--- src/rtl/matmul_ctrl_pkg.sv ---
// Shared constants and types for the matmul sequencer and its array wrapper.
// Default geometry, FSM state encoding, and the dimension legality helper.
package matmul_ctrl_pkg;

  localparam int MM_DATA_WIDTH   = 8;
  localparam int MM_BUS_WIDTH    = 16;
  localparam int MM_MAX_DIM      = MM_BUS_WIDTH / MM_DATA_WIDTH;
  localparam int MM_DRAIN_CYCLES = 2;
  localparam int MM_CNT_W        = 4;
  localparam int MM_RES_W        = MM_MAX_DIM * MM_MAX_DIM * 2 * MM_DATA_WIDTH;
  localparam int MM_FLAG_W       = MM_MAX_DIM * MM_MAX_DIM;

  typedef enum logic [2:0] {
    ST_IDLE    = 3'd0,
    ST_CLEAR   = 3'd1,
    ST_RUN     = 3'd2,
    ST_DRAIN   = 3'd3,
    ST_CAPTURE = 3'd4
  } mm_state_t;

  // A dimension is legal when it is non-zero and fits the PE grid.
  function automatic logic dim_ok(input logic [1:0] d, input int unsigned max_dim);
    return (d != 2'd0) && (32'(d) <= max_dim);
  endfunction

endpackage

--- src/rtl/matmul_ctrl_result_latch.sv ---
// Holding registers for the array result and overflow flags.
// Updated only on the capture strobe; cleared by reset.
module matmul_result_latch #(
  parameter int RES_W  = 64,
  parameter int FLAG_W = 4
) (
  input  logic              clk_i,
  input  logic              rst_i,
  input  logic              capture_i,
  input  logic [RES_W-1:0]  res_i,
  input  logic [FLAG_W-1:0] flags_i,
  output logic [RES_W-1:0]  res_o,
  output logic [FLAG_W-1:0] flags_o,
  output logic              ovf_any_o
);

  logic [RES_W-1:0]  res_q;
  logic [FLAG_W-1:0] flags_q;
  logic              ovf_any_q;

  always_ff @(posedge clk_i) begin
    if (rst_i) begin
      res_q     <= '0;
      flags_q   <= '0;
      ovf_any_q <= 1'b0;
    end else if (capture_i) begin
      res_q     <= res_i;
      flags_q   <= flags_i;
      ovf_any_q <= |flags_i;
    end
  end

  assign res_o     = res_q;
  assign flags_o   = flags_q;
  assign ovf_any_o = ovf_any_q;

endmodule

--- src/rtl/matmul_ctrl.sv ---
// Job sequencer for the systolic matmul array: clear, feed window, drain,
// capture. Handshake outputs are registered from the next state.
module matmul_ctrl
  import matmul_ctrl_pkg::*;
#(
  parameter int DATA_WIDTH   = MM_DATA_WIDTH,
  parameter int BUS_WIDTH    = MM_BUS_WIDTH,
  parameter int MAX_DIM      = BUS_WIDTH / DATA_WIDTH,
  parameter int DRAIN_CYCLES = MM_DRAIN_CYCLES,
  parameter int CNT_W        = MM_CNT_W
) (
  input  logic                                    clk_i,
  input  logic                                    rst_i,
  input  logic                                    start_i,
  input  logic [1:0]                              n_dim_i,
  input  logic [1:0]                              k_dim_i,
  input  logic [1:0]                              m_dim_i,
  output logic                                    busy_o,
  output logic                                    done_o,
  output logic                                    err_o,
  output logic                                    mm_rst_no,
  output logic                                    mm_start_o,
  output logic [1:0]                              mm_n_o,
  output logic [1:0]                              mm_k_o,
  output logic [1:0]                              mm_m_o,
  input  logic [MAX_DIM*MAX_DIM*2*DATA_WIDTH-1:0] mm_res_i,
  input  logic [MAX_DIM*MAX_DIM-1:0]              mm_flags_i,
  output logic [MAX_DIM*MAX_DIM*2*DATA_WIDTH-1:0] res_o,
  output logic [MAX_DIM*MAX_DIM-1:0]              flags_o,
  output logic                                    ovf_any_o
);

  localparam int RES_W  = MAX_DIM * MAX_DIM * 2 * DATA_WIDTH;
  localparam int FLAG_W = MAX_DIM * MAX_DIM;
  localparam logic [CNT_W-1:0] DRAIN_LAST = CNT_W'(DRAIN_CYCLES - 1);

  mm_state_t        state_q, state_d;
  logic [CNT_W-1:0] cnt_q, cnt_d;
  logic             err_q, err_d;
  logic [1:0]       n_q, n_d, k_q, k_d, m_q, m_d;
  logic             busy_q, busy_d;
  logic             done_q, done_d;
  logic             mm_start_q, mm_start_d;
  logic             mm_rst_n_q, mm_rst_n_d;

  logic             dims_ok;
  logic [CNT_W-1:0] dim_sum;
  logic [CNT_W-1:0] run_last;

  assign dims_ok = dim_ok(n_dim_i, MAX_DIM) && dim_ok(k_dim_i, MAX_DIM)
                && dim_ok(m_dim_i, MAX_DIM);

  // Feed window is n+k+m-1 cycles, so the last counter value is n+k+m-2.
  assign dim_sum  = CNT_W'(n_q) + CNT_W'(k_q) + CNT_W'(m_q);
  assign run_last = dim_sum - CNT_W'(2);

  always_comb begin
    state_d = state_q;
    cnt_d   = cnt_q;
    err_d   = err_q;
    n_d     = n_q;
    k_d     = k_q;
    m_d     = m_q;
    case (state_q)
      ST_IDLE: begin
        if (start_i) begin
          if (dims_ok) begin
            err_d   = 1'b0;
            n_d     = n_dim_i;
            k_d     = k_dim_i;
            m_d     = m_dim_i;
            state_d = ST_CLEAR;
          end else begin
            err_d = 1'b1;
          end
        end
      end
      ST_CLEAR: begin
        cnt_d   = '0;
        state_d = ST_RUN;
      end
      ST_RUN: begin
        if (cnt_q == run_last) begin
          cnt_d   = '0;
          state_d = ST_DRAIN;
        end else begin
          cnt_d = cnt_q + CNT_W'(1);
        end
      end
      ST_DRAIN: begin
        if (cnt_q == DRAIN_LAST) begin
          cnt_d   = '0;
          state_d = ST_CAPTURE;
        end else begin
          cnt_d = cnt_q + CNT_W'(1);
        end
      end
      ST_CAPTURE: begin
        cnt_d   = '0;
        state_d = ST_IDLE;
      end
      default: begin
        cnt_d   = '0;
        state_d = ST_IDLE;
      end
    endcase

    busy_d     = (state_d != ST_IDLE);
    done_d     = (state_d == ST_CAPTURE);
    mm_start_d = (state_d == ST_RUN);
    mm_rst_n_d = (state_d != ST_CLEAR);
  end

  // Reset holds the array clear; it is released on the first edge after reset.
  always_ff @(posedge clk_i) begin
    if (rst_i) begin
      state_q    <= ST_IDLE;
      cnt_q      <= '0;
      err_q      <= 1'b0;
      n_q        <= '0;
      k_q        <= '0;
      m_q        <= '0;
      busy_q     <= 1'b0;
      done_q     <= 1'b0;
      mm_start_q <= 1'b0;
      mm_rst_n_q <= 1'b0;
    end else begin
      state_q    <= state_d;
      cnt_q      <= cnt_d;
      err_q      <= err_d;
      n_q        <= n_d;
      k_q        <= k_d;
      m_q        <= m_d;
      busy_q     <= busy_d;
      done_q     <= done_d;
      mm_start_q <= mm_start_d;
      mm_rst_n_q <= mm_rst_n_d;
    end
  end

  assign busy_o     = busy_q;
  assign done_o     = done_q;
  assign err_o      = err_q;
  assign mm_start_o = mm_start_q;
  assign mm_rst_no  = mm_rst_n_q;
  assign mm_n_o     = n_q;
  assign mm_k_o     = k_q;
  assign mm_m_o     = m_q;

  matmul_result_latch #(
    .RES_W  (RES_W),
    .FLAG_W (FLAG_W)
  ) u_result_latch (
    .clk_i     (clk_i),
    .rst_i     (rst_i),
    .capture_i (state_q == ST_CAPTURE),
    .res_i     (mm_res_i),
    .flags_i   (mm_flags_i),
    .res_o     (res_o),
    .flags_o   (flags_o),
    .ovf_any_o (ovf_any_o)
  );

endmodule

--- config.mk ---
export PLATFORM = sky130hd
export DESIGN_NAME = matmul_ctrl
export DESIGN_NICKNAME = d
export VERILOG_FILES = /design/src/rtl/matmul_ctrl_pkg.sv /design/src/rtl/matmul_ctrl_result_latch.sv /design/src/rtl/matmul_ctrl.sv
export SDC_FILE = /design/constraint.sdc
export NUM_CORES = 1
export LEC_CHECK = 0
export CAP_MARGIN = 15
export CORE_MARGIN = 2
export CORE_UTILIZATION = 43
export CTS_BUF_LIST = sky130_fd_sc_hd__clkbuf_8
export DETAILED_ROUTE_END_ITERATION = 8
export PLACE_DENSITY = 0.82
export SLEW_MARGIN = 20
export SYNTH_ARGS = -nofsm -noshare
export SYNTH_HDL_FRONTEND = slang
export SYNTH_HIERARCHICAL = 1
export SYNTH_SLANG_ARGS = --single-unit
--- constraint.sdc ---
create_clock -name clk_i -period 3.45 [get_ports clk_i]
set_input_delay 0.5175 -clock clk_i [delete_from_list [all_inputs] [get_ports clk_i]]
set_output_delay 0.5175 -clock clk_i [all_outputs]
set_load 0.005 [all_outputs]
==> results of run 1 <==
[worst max-delay path, stage by stage, from the launching register on]
cell and delay, ns:
dfxtp_1 0.37, inv_1 0.07, fa_1 0.56, ha_1 0.18, nor2_1 0.06, fa_1 0.40, xnor3_1 0.37, nor2_2 0.14
nand4b_4 0.15, o211a_1 0.27, and2_1 0.16
[state kept, by name, summed over array words and instances (netlist names)]
signal and flops:
u_result_latch/ovf_any_o 1, busy_o 1, done_o 1, u_result_latch/flags_o 4, mm_n_o 2, state_q 3, mm_m_o 2, err_o 1
mm_k_o 2, u_result_latch/res_o 64, cnt_q 4, mm_start_o 1, mm_rst_no 1
[per-stage QoR]
step	instances	instance area [µm²]	setup slack, ns	hold WS [ns]	util
final	588	5283	0.6259	0.4960	0.6766
after global routing	588	5283	0.5068	0.5224	0.6766
after CTS	588	5283	0.6259	0.5028	0.6766
after detailed placement	572	5061	0.6407	0.4813	0.6482
after global placement	572	5061	0.7497	0.4722	0.6482
after floorplan	331	3513	0.8000	0.4822	-
[cell families (layout without fill, tap and decap cells)]
| logic type | Yosys count | count (layout) | share of synthesized area |
|---|---|---|---|
| AND/OR/NAND/NOR | 108 | 108 | 0.1400 |
| flip-flops | 87 | 87 | 0.4957 |
| multiplexers | 74 | 74 | 0.2108 |
| buffers and inverters | 32 | 187 | 0.06125 |
| AO/OA/AOI/OAI | 15 | 15 | 0.03811 |
| adder cells (fa/ha/maj) | 8 | 8 | 0.03276 |
| XOR/XNOR | 7 | 7 | 0.02137 |
[layout make-up]
class                      instances  share of cell area
inverter                          13            0.009237
sequential                        87              0.3297
clock inverter                     7             0.01847
timing repair buffer             158              0.2999
clock buffer                       9             0.02345
multi-input combinational        212              0.2951
tap                              102             0.02416
[layer usage]
layer,wire (µm),vias to the layer above,track usage
li1,-,1408,-
met1,3638,1269,0.2261
met2,3818,113,0.3095
met3,793,12,0.05826
met4,132,0,0.07246
met5,0,-,0
[worst min-delay path by stage]
| stage | start | endpoint | cells past startpoint |
|---|---|---|---|
| floorplan | cnt_q[3] | cnt_q[3] | 1 |
| global placement | u_result_latch/res_o[22] | u_result_latch/res_o[22] | 2 |
| detailed placement | u_result_latch/res_o[7] | u_result_latch/res_o[7] | 2 |
| CTS | u_result_latch/flags_o[2] | u_result_latch/flags_o[2] | 2 |
| global route | u_result_latch/res_o[1] | u_result_latch/res_o[1] | 2 |
| finish | u_result_latch/res_o[18] | u_result_latch/res_o[18] | 2 |
[synth_stat cells, types with 3 or more instances]
master / count
inv_1: 13
buf_2: 3
nor3_1: 5
nand3_1: 4
nor2_1: 79
a211oi_1: 3
xnor2_1: 6
ha_1: 6
mux2i_1: 74
clkbuf_1: 6
dfxtp_1: 87
nand2_1: 4
buf_8: 7
[power groups by stage]
stage	combinational (µW)	clock [µW]	sequential, µW
finish	165	774	1020
global route	178	837	1020
CTS	167	798	1020
detailed placement	165	0	1040
global placement	162	0	1040
floorplan	56.3	0	1040
==> summary.md, run 1 <==
| Metric | Value |
|---|---|
| Min-Delay Path Class | `reg2reg` |
| Mapped Cells | `331` |
| Ys flop type | `dfxtp_1` |
| Worst-Margin Slew | `~0.64 ns` |
| #FFs+latches synth | `87` |
| N_diodes | `0` |
| Peak supply drop | `0.2218 mV` |
| Die width | `94.39 µm` |
| Commonest non-fill, non-tap cell in the layout | `clkdlybuf4s50_1` |
| Final period util | `0.8186` |
| Layout area overhead | `50.36%` |
| Cells on worst reg2reg path | `10` |
| Register area share after synthesis | `0.4957` |
| Storage cell area | `1742 µm²` |
| First-pass GRT wire length | `13010 µm` |
| Setup slack, reg-to-reg | `around 0.63 ns` |
| EDFF count, synth | `0` |
| Synth top area share | `0.4957` |
| Max Buffers Root-to-Sink | `2` |
| Core region area | `a little under 8000 µm²` |
| Pint | `1529 µW` |
| Detailed placement HPWL | `6181 µm` |
| Die area | `approximately 9000 µm²` |
| Largest net degree at the start of global routing | `64` |
| Number of global-route vias before repair | `2741` |
| Setup crit end | `mm_start_o` |
| Multi-input logic area | `1559 µm²` |
| Initial DRC count | `64` |
| Root Driver | `clkbuf_8` |
| Crit path required time | `3.70 ns` |
| Leading area contributor after synthesis | `dfxtp_1` |
| Crit path max fanout | `4` |
| Initial antenna violation count | `0` |
| Leak Pwr | `0.001889 µW` |
| Hold Fails Final Rpt | `0` |
| CTS tree | `done` |
| Routed WL per cell | `14.26 µm` |
| Clk pin slew, worst setup/hold paths | `0.09 ns` |
| RSZ-0062 raised after global routing | `no` |
| Commonest cells after routing, fill and taps aside | `155 x clkdlybuf4s50_1, 87 x dfxtp_1, 79 x nor2_1` |
| Post-synth ARST share | `0` |
| GPL Wtd Cong | `0.7748` |
| GRT Residual Overflow | `0` |
| Hold buffers post-CTS | `0` |
| CP Launch Point | `mm_n_o[0]` |
| Worst Path Class, Setup | `reg2reg` |
| Fin nets | `566` |
| CP startpoint kind | `register` |
| Routed WL | `8383 µm` |
| CP arrival | `3.07 ns` |
| Synthesized net count | `416` |
| Final worst path period need | `2.824 ns` |
| Sw frac | `0.2184` |
| FP Rows | `32` |
| P per Cell Area | `approximately 370 nW/µm²` |
| Warnings from Yosys | `6` |
| DR vias | `2802` |
| Syn_area_per_cell | `10.61 µm²` |
| Fmax achieved | `about 350 MHz` |
| Slew Viols, Final | `0` |
| Total power | `1956 µW` |
| Final setup viols | `0` |
| Htree depth | `3` |
| Initial Util | `0.4500` |
| Max-Cap Viols | `0` |
| Clk sinks | `87` |
| Postcts setup bufs | `0` |
| Comb pwr share | `0.084` |
| RR Startpoint | `mm_n_o[0]` |
| Share of layout cells above drive strength 1 | `0.05967` |
| Total I/O pin count | `157` |
| Num CTS Buffers | `9` |
| Cell area after synthesis | `3513 µm²` |
| Vias per cell | `4.765` |
| Slew margin rel. | `0.5748` |
| P_sw | `427.3 µW` |
| Drt pass-1 iters | `5` |
| Area contributors post-synth | `dfxtp_1 50%, mux2i_1 21%, nor2_1 8.4%` |
| ANT nets after route | `0` |
| CTS resizes | `0` |
| Yosys cell types | `41` |
| Run status | `finished, final reports clean` |
| Later-pin clock latency in the skew report | `0.35 ns` |
| Flop pwr share | `0.520` |
| Clk_skew | `0.01220 ns` |
| Crit end category | `register` |
| Setup TNS Final | `0 ns` |
| Global-route usage over all layers | `0.1863` |
| Clock power share | `0.395` |
| Critical R2R Capture | `mm_start_o` |
| Die extent in y | `94.39 µm` |
| Number of I/O port buffers | `approximately 160` |
| Residual DRC count | `0` |
| Filler cells | `between 600 and 700` |
No activity file was read; power rests on OpenSTA's default activity.
==> inputs of run 2 (changes only) <==
Settings changed: CORE_UTILIZATION 43 to 39, PLACE_DENSITY 0.82 to 0.79.
Clock period 3.45 ns to 2.3 ns, I/O delays scaled along.
==> summary.md, run 2 (same netlist as run 1, synthesis figures left out) <==
| Metric | Value |
|---|---|
| Initial antenna violation count | `0` |
| CTS tree | `done` |
| Max Buffers Root-to-Sink | `2` |
| Commonest non-fill, non-tap cell in the layout | `clkdlybuf4s50_1` |
| Cells on worst reg2reg path | `11` |
| Setup WS post-layout | `-0.3147 ns` |
| Hold Fails Final Rpt | `0` |
| Initial DRC count | `93` |
| Global-route usage over all layers | `0.1681` |
| Detailed placement HPWL | `6154 µm` |
| Violated checks | `setup timing` |
| Worst-Margin Slew | `0.4953 ns` |
| Number of global-route vias before repair | `2787` |
| Initial Util | `0.4029` |
| Drt pass-1 iters | `4` |
| CP arrival | `2.86 ns` |
| CP startpoint kind | `register` |
| Fmax achieved | `382.5 MHz` |
| Total I/O pin count | `157` |
| Number of I/O port buffers | `between 150 and 200` |
| DR vias | `2828` |
| Clk sinks | `87` |
| Later-pin clock latency in the skew report | `0.35 ns` |
| Final worst path period need | `2.615 ns` |
| Setup slack, reg-to-reg | `-0.31 ns` |
| Fin nets | `roughly 570` |
| Hold Slack | `0.3575 ns` |
| Root Driver | `clkbuf_8` |
| FP Rows | `34` |
| Crit end category | `register` |
| Clk_skew | `0.008056 ns` |
| Run status | `finished with violations` |
| Filler cells | `724` |
| Share of layout cells above drive strength 1 | `0.08519` |
| Vias per cell | `4.705` |
| Worst Setup Slack post-DPL | `-0.3270 ns` |
| Largest net degree at the start of global routing | `48` |
| Peak supply drop | `around 0.34 mV` |
| Largest register FFs | `64` |
| Slew margin rel. | `0.6698` |
| WHS Endpoint | `mm_k_o[0]` |
| N_diodes | `0` |
| Htree depth | `3` |
| Crit path max fanout | `4` |
| Residual DRC count | `0` |
| P per Cell Area | `526.0 nW/µm²` |
| Layout area overhead | `51.57%` |
| CP Launch Point | `mm_m_o[0]` |
| First-pass GRT wire length | `13390 µm` |
| Clk pin slew, worst setup/hold paths | `roughly 0.080 ns` |
| ANT nets after route | `0` |
| Commonest cells after routing, fill and taps aside | `155 x clkdlybuf4s50_1, 84 x dfxtp_1, 78 x nor2_1` |
| Routed WL per cell | `13.92 µm` |
| Num CTS Buffers | `9` |
| Worst Path Class, Setup | `reg2reg` |
| Min-Delay Path Class | `in2reg` |
| Crit path required time | `2.55 ns` |
| Routed WL | `8364 µm` |
| GPL Wtd Cong | `~0.74` |
| Hold buffers post-CTS | `0` |
| Leak Pwr | `0.001909 µW` |
| RR Startpoint | `mm_m_o[0]` |
| RSZ-0062 raised after global routing | `yes` |
| Hold Path Depth | `2` |
| Final setup viols | `6` |
| Hold Crit Start | `rst_i` |
| Slew Viols, Final | `0` |
| CTS resizes | `0` |
| Die extent in y | `98.92 µm` |
| Final period util | `1.137` |
| Die width | `98.92 µm` |
| Critical R2R Capture | `mm_start_o` |
| Core region area | `roughly 8700 µm²` |
| Die area | `9784 µm²` |
| GRT Residual Overflow | `0` |
| Max-Cap Viols | `0` |
[run 2: timing repair]
action                     in CTS  in global routing
setup endpoints to repair       6                  6
pin swaps                       2                  1
gates cloned                    0                  0
setup buffers                   1                  1
[run 2: power by group]
part,switching (µW),internal [µW]
Combinational,90.0,166
Sequential,9.60,1520
Clock,526,494
Total,625,2180
[run 2: through the flow]
stage | total power [µW] | util | cells | TNS [ns] | instance area (µm²)
after detailed placement | 1817 | 0.5874 | 584 | -1.600 | 5122
after CTS | 2845 | 0.6098 | 600 | -1.682 | 5318
after global placement | 1812 | 0.5874 | 584 | -1.190 | 5122
after global routing | 2928 | 0.6106 | 601 | -2.167 | 5325
after floorplan | 1646 | - | 331 | -0.9958 | 3522
final | 2801 | 0.6106 | 601 | -1.453 | 5325
[run 2: critical path, stage by stage (launching register included)]
cell,delay (ns)
dfxtp_2,0.34
inv_2,0.04
fa_1,0.55
inv_1,0.05
ha_2,0.17
nor2_2,0.10
fa_1,0.43
xnor2_1,0.15
nor2_2,0.13
nand4b_4,0.15
o211a_1,0.25
and2_1,0.16
[run 2: worst max path at each step]
| stage | endpoint | slack [ns] | cells after the start |
|---|---|---|---|
| 6_report | mm_start_o | -0.31 | 11 |
| 2_1_floorplan | mm_start_o | -0.23 | 11 |
| 3_5_place_dp | mm_start_o | -0.33 | 11 |
| 3_3_place_gp | mm_start_o | -0.25 | 11 |
| 5_1_grt | cnt_q[2] | -0.41 | 11 |
| 4_1_cts | mm_start_o | -0.33 | 11 |
[run 2: metal layers]
layer | vias up | share of wire | track usage
met4 | 0 | 0.016 | 0.05479
li1 | 1426 | - | -
met5 | - | 0 | 0
met1 | 1285 | 0.43 | 0.2092
met3 | 11 | 0.088 | 0.05816
met2 | 106 | 0.46 | 0.2734
[run 2: layout make-up]
type	instances	area, µm²	share of cell area
sequential	87	1745	0.3278
clock inverter	6	63.81	0.01198
multi-input combinational	212	1564	0.2937
inverter	13	48.80	0.009164
tap	108	135.1	0.02538
clock buffer	9	123.9	0.02326
timing repair buffer	166	1644	0.3087
==> inputs of run 3 (changes only) <==
Settings changed: CORE_UTILIZATION 39 to 43, PLACE_DENSITY 0.79 to 0.82.
Clock period 2.3 ns to 3 ns, I/O delays scaled along.
==> summary.md, run 3 (same netlist as run 1, synthesis figures left out) <==
| Metric | Value |
|---|---|
| Run status | `finished, final reports clean` |
| Setup slack, reg-to-reg | `0.24 ns` |
| Drt pass-1 iters | `4` |
| Die extent in y | `94.39 µm` |
| Largest net degree at the start of global routing | `60` |
| Htree depth | `3` |
| Non-Filler Instances | `589` |
| Final worst path period need | `2.762 ns` |
| RSZ-0062 raised after global routing | `no` |
| Clk sinks | `87` |
| Share of layout cells above drive strength 1 | `0.06366` |
| Clk pin slew, worst setup/hold paths | `0.10 ns` |
| Worst Setup Slack post-DPL | `0.2299 ns` |
| Setup TNS Final | `0 ns` |
| Global-route usage over all layers | `0.1825` |
| Storage cell area | `roughly 1700 µm²` |
| Min-Delay Path Class | `reg2reg` |
| Commonest non-fill, non-tap cell in the layout | `clkdlybuf4s50_1` |
| Leak Pwr | `0.001891 µW` |
| First-pass GRT wire length | `12900 µm` |
| Postcts setup bufs | `0` |
| DR vias | `2813` |
| Number of I/O port buffers | `156` |
| Later-pin clock latency in the skew report | `0.34 ns` |
| Commonest cells after routing, fill and taps aside | `155 x clkdlybuf4s50_1, 87 x dfxtp_1, 79 x nor2_1` |
| Layout area overhead | `50.82%` |
| Die area | `8909 µm²` |
| CTS resizes | `0` |
| Die width | `94.39 µm` |
| Hold Fails Final Rpt | `0` |
| ANT nets after route | `0` |
| Fmax achieved | `between 300 and 400 MHz` |
| Root Driver | `clkbuf_8` |
| Largest register FFs | `64` |
| Worst Path Class, Setup | `reg2reg` |
| CTS tree | `done` |
| Peak supply drop | `0.3048 mV` |
| Flop pwr share | `0.513` |
| Setup WS post-layout | `0.2376 ns` |
| Sw frac | `0.2183` |
| P_sw | `498.1 µW` |
| Initial Util | `0.4500` |
| Comb pwr share | `0.083` |
| Number of global-route vias before repair | `2731` |
| Num CTS Buffers | `9` |
| FP Rows | `32` |
| Clock power share | `0.404` |
| N_diodes | `0` |
| Hold buffers post-CTS | `0` |
| Total I/O pin count | `about 160` |
| GPL Wtd Cong | `0.7759` |
| Fin area | `5299 µm²` |
| Crit end category | `register` |
| Slew margin rel. | `0.6118` |
| Total power | `2282 µW` |
| Initial DRC count | `86` |
| Crit path max fanout | `4` |
| Worst-Margin Slew | `0.5824 ns` |
| Final setup viols | `0` |
| Area after DPL | `approximately 5000 µm²` |
| Final period util | `0.9208` |
| Filler cells | `618` |
| GRT Residual Overflow | `0` |
| Residual DRC count | `0` |
| P per Cell Area | `430.6 nW/µm²` |
| Vias per cell | `~4.8` |
| Detailed placement HPWL | `slightly above 6000 µm` |
| Max Buffers Root-to-Sink | `2` |
| Routed WL per cell | `14.19 µm` |
| Dpl cells | `about 570` |
| Routed WL | `approximately 8400 µm` |
| Pint | `1784 µW` |
| Slew Viols, Final | `0` |
| CP arrival | `3.01 ns` |
| Fin nets | `567` |
| Multi-input logic area | `1559 µm²` |
| CP startpoint kind | `register` |
| Clk_skew | `~0.015 ns` |
| Max-Cap Viols | `0` |
| Crit path required time | `approximately 3.3 ns` |
| Initial antenna violation count | `0` |
| Core region area | `just under 8000 µm²` |
-- run 3: cell count changes in the layout (fill, tap and decap cells not counted) --
cell,before,now
nor2_1,78,79
dfxtp_2,3,0
bufinv_16,1,2
inv_8,0,1
inv_2,1,0
ha_2,1,0
buf_4,9,2
clkbuf_8,9,10
nor2_2,3,2
clkinv_4,2,1
ha_1,5,6
dfxtp_1,84,87
-- run 3: routing by layer --
metal | global-route usage | share of wire
met3 | 0.05427 | 0.095
met5 | 0 | 0
met4 | 0.07005 | 0.024
met1 | 0.2271 | 0.43
met2 | 0.2988 | 0.45
-- run 3: final timing paths --
| check | startpoint | endpoint | depth (start not counted) |
|---|---|---|---|
| max | mm_n_o[0] | mm_start_o | 10 |
| min | u_result_latch/res_o[51] | u_result_latch/res_o[51] | 2 |
| max reg2reg | mm_n_o[0] | mm_start_o | 10 |
| min reg2reg | u_result_latch/res_o[51] | u_result_latch/res_o[51] | 2 |
-- run 3: final cells by class --
| class | instances | area share |
|---|---|---|
| timing repair buffer | 159 | 0.3004 |
| tap | 102 | 0.02408 |
| sequential | 87 | 0.3287 |
| inverter | 13 | 0.009209 |
| clock buffer | 10 | 0.02597 |
| clock inverter | 6 | 0.01747 |
| multi-input combinational | 212 | 0.2942 |
-- run 3: stage by stage --
| stage | hold slack (ns) | util |
|---|---|---|
| 6_report | 0.4945 | 0.6787 |
| 5_1_grt | 0.5261 | 0.6787 |
| 4_1_cts | 0.5030 | 0.6787 |
| 3_5_place_dp | 0.4785 | 0.6492 |
| 3_3_place_gp | 0.4718 | 0.6492 |
| 2_1_floorplan | 0.4822 | - |
-- run 3: power groups by stage --
stage	Combinational, µW	Sequential, µW	Clock (µW)
after floorplan	64.7	1200	0
after global placement	188	1200	0
after detailed placement	190	1200	0
after CTS	192	1170	950
after global routing	204	1170	1000
final	189	1170	923
-- run 3: critical path, stage by stage, from the launching register on --
cell and delay (ns):
dfxtp_1 0.36, inv_1 0.07, fa_1 0.55, ha_1 0.16, nor2_1 0.05, fa_1 0.41
xnor3_1 0.37, nor2_2 0.13, nand4b_4 0.15, o211a_1 0.26, and2_1 0.15
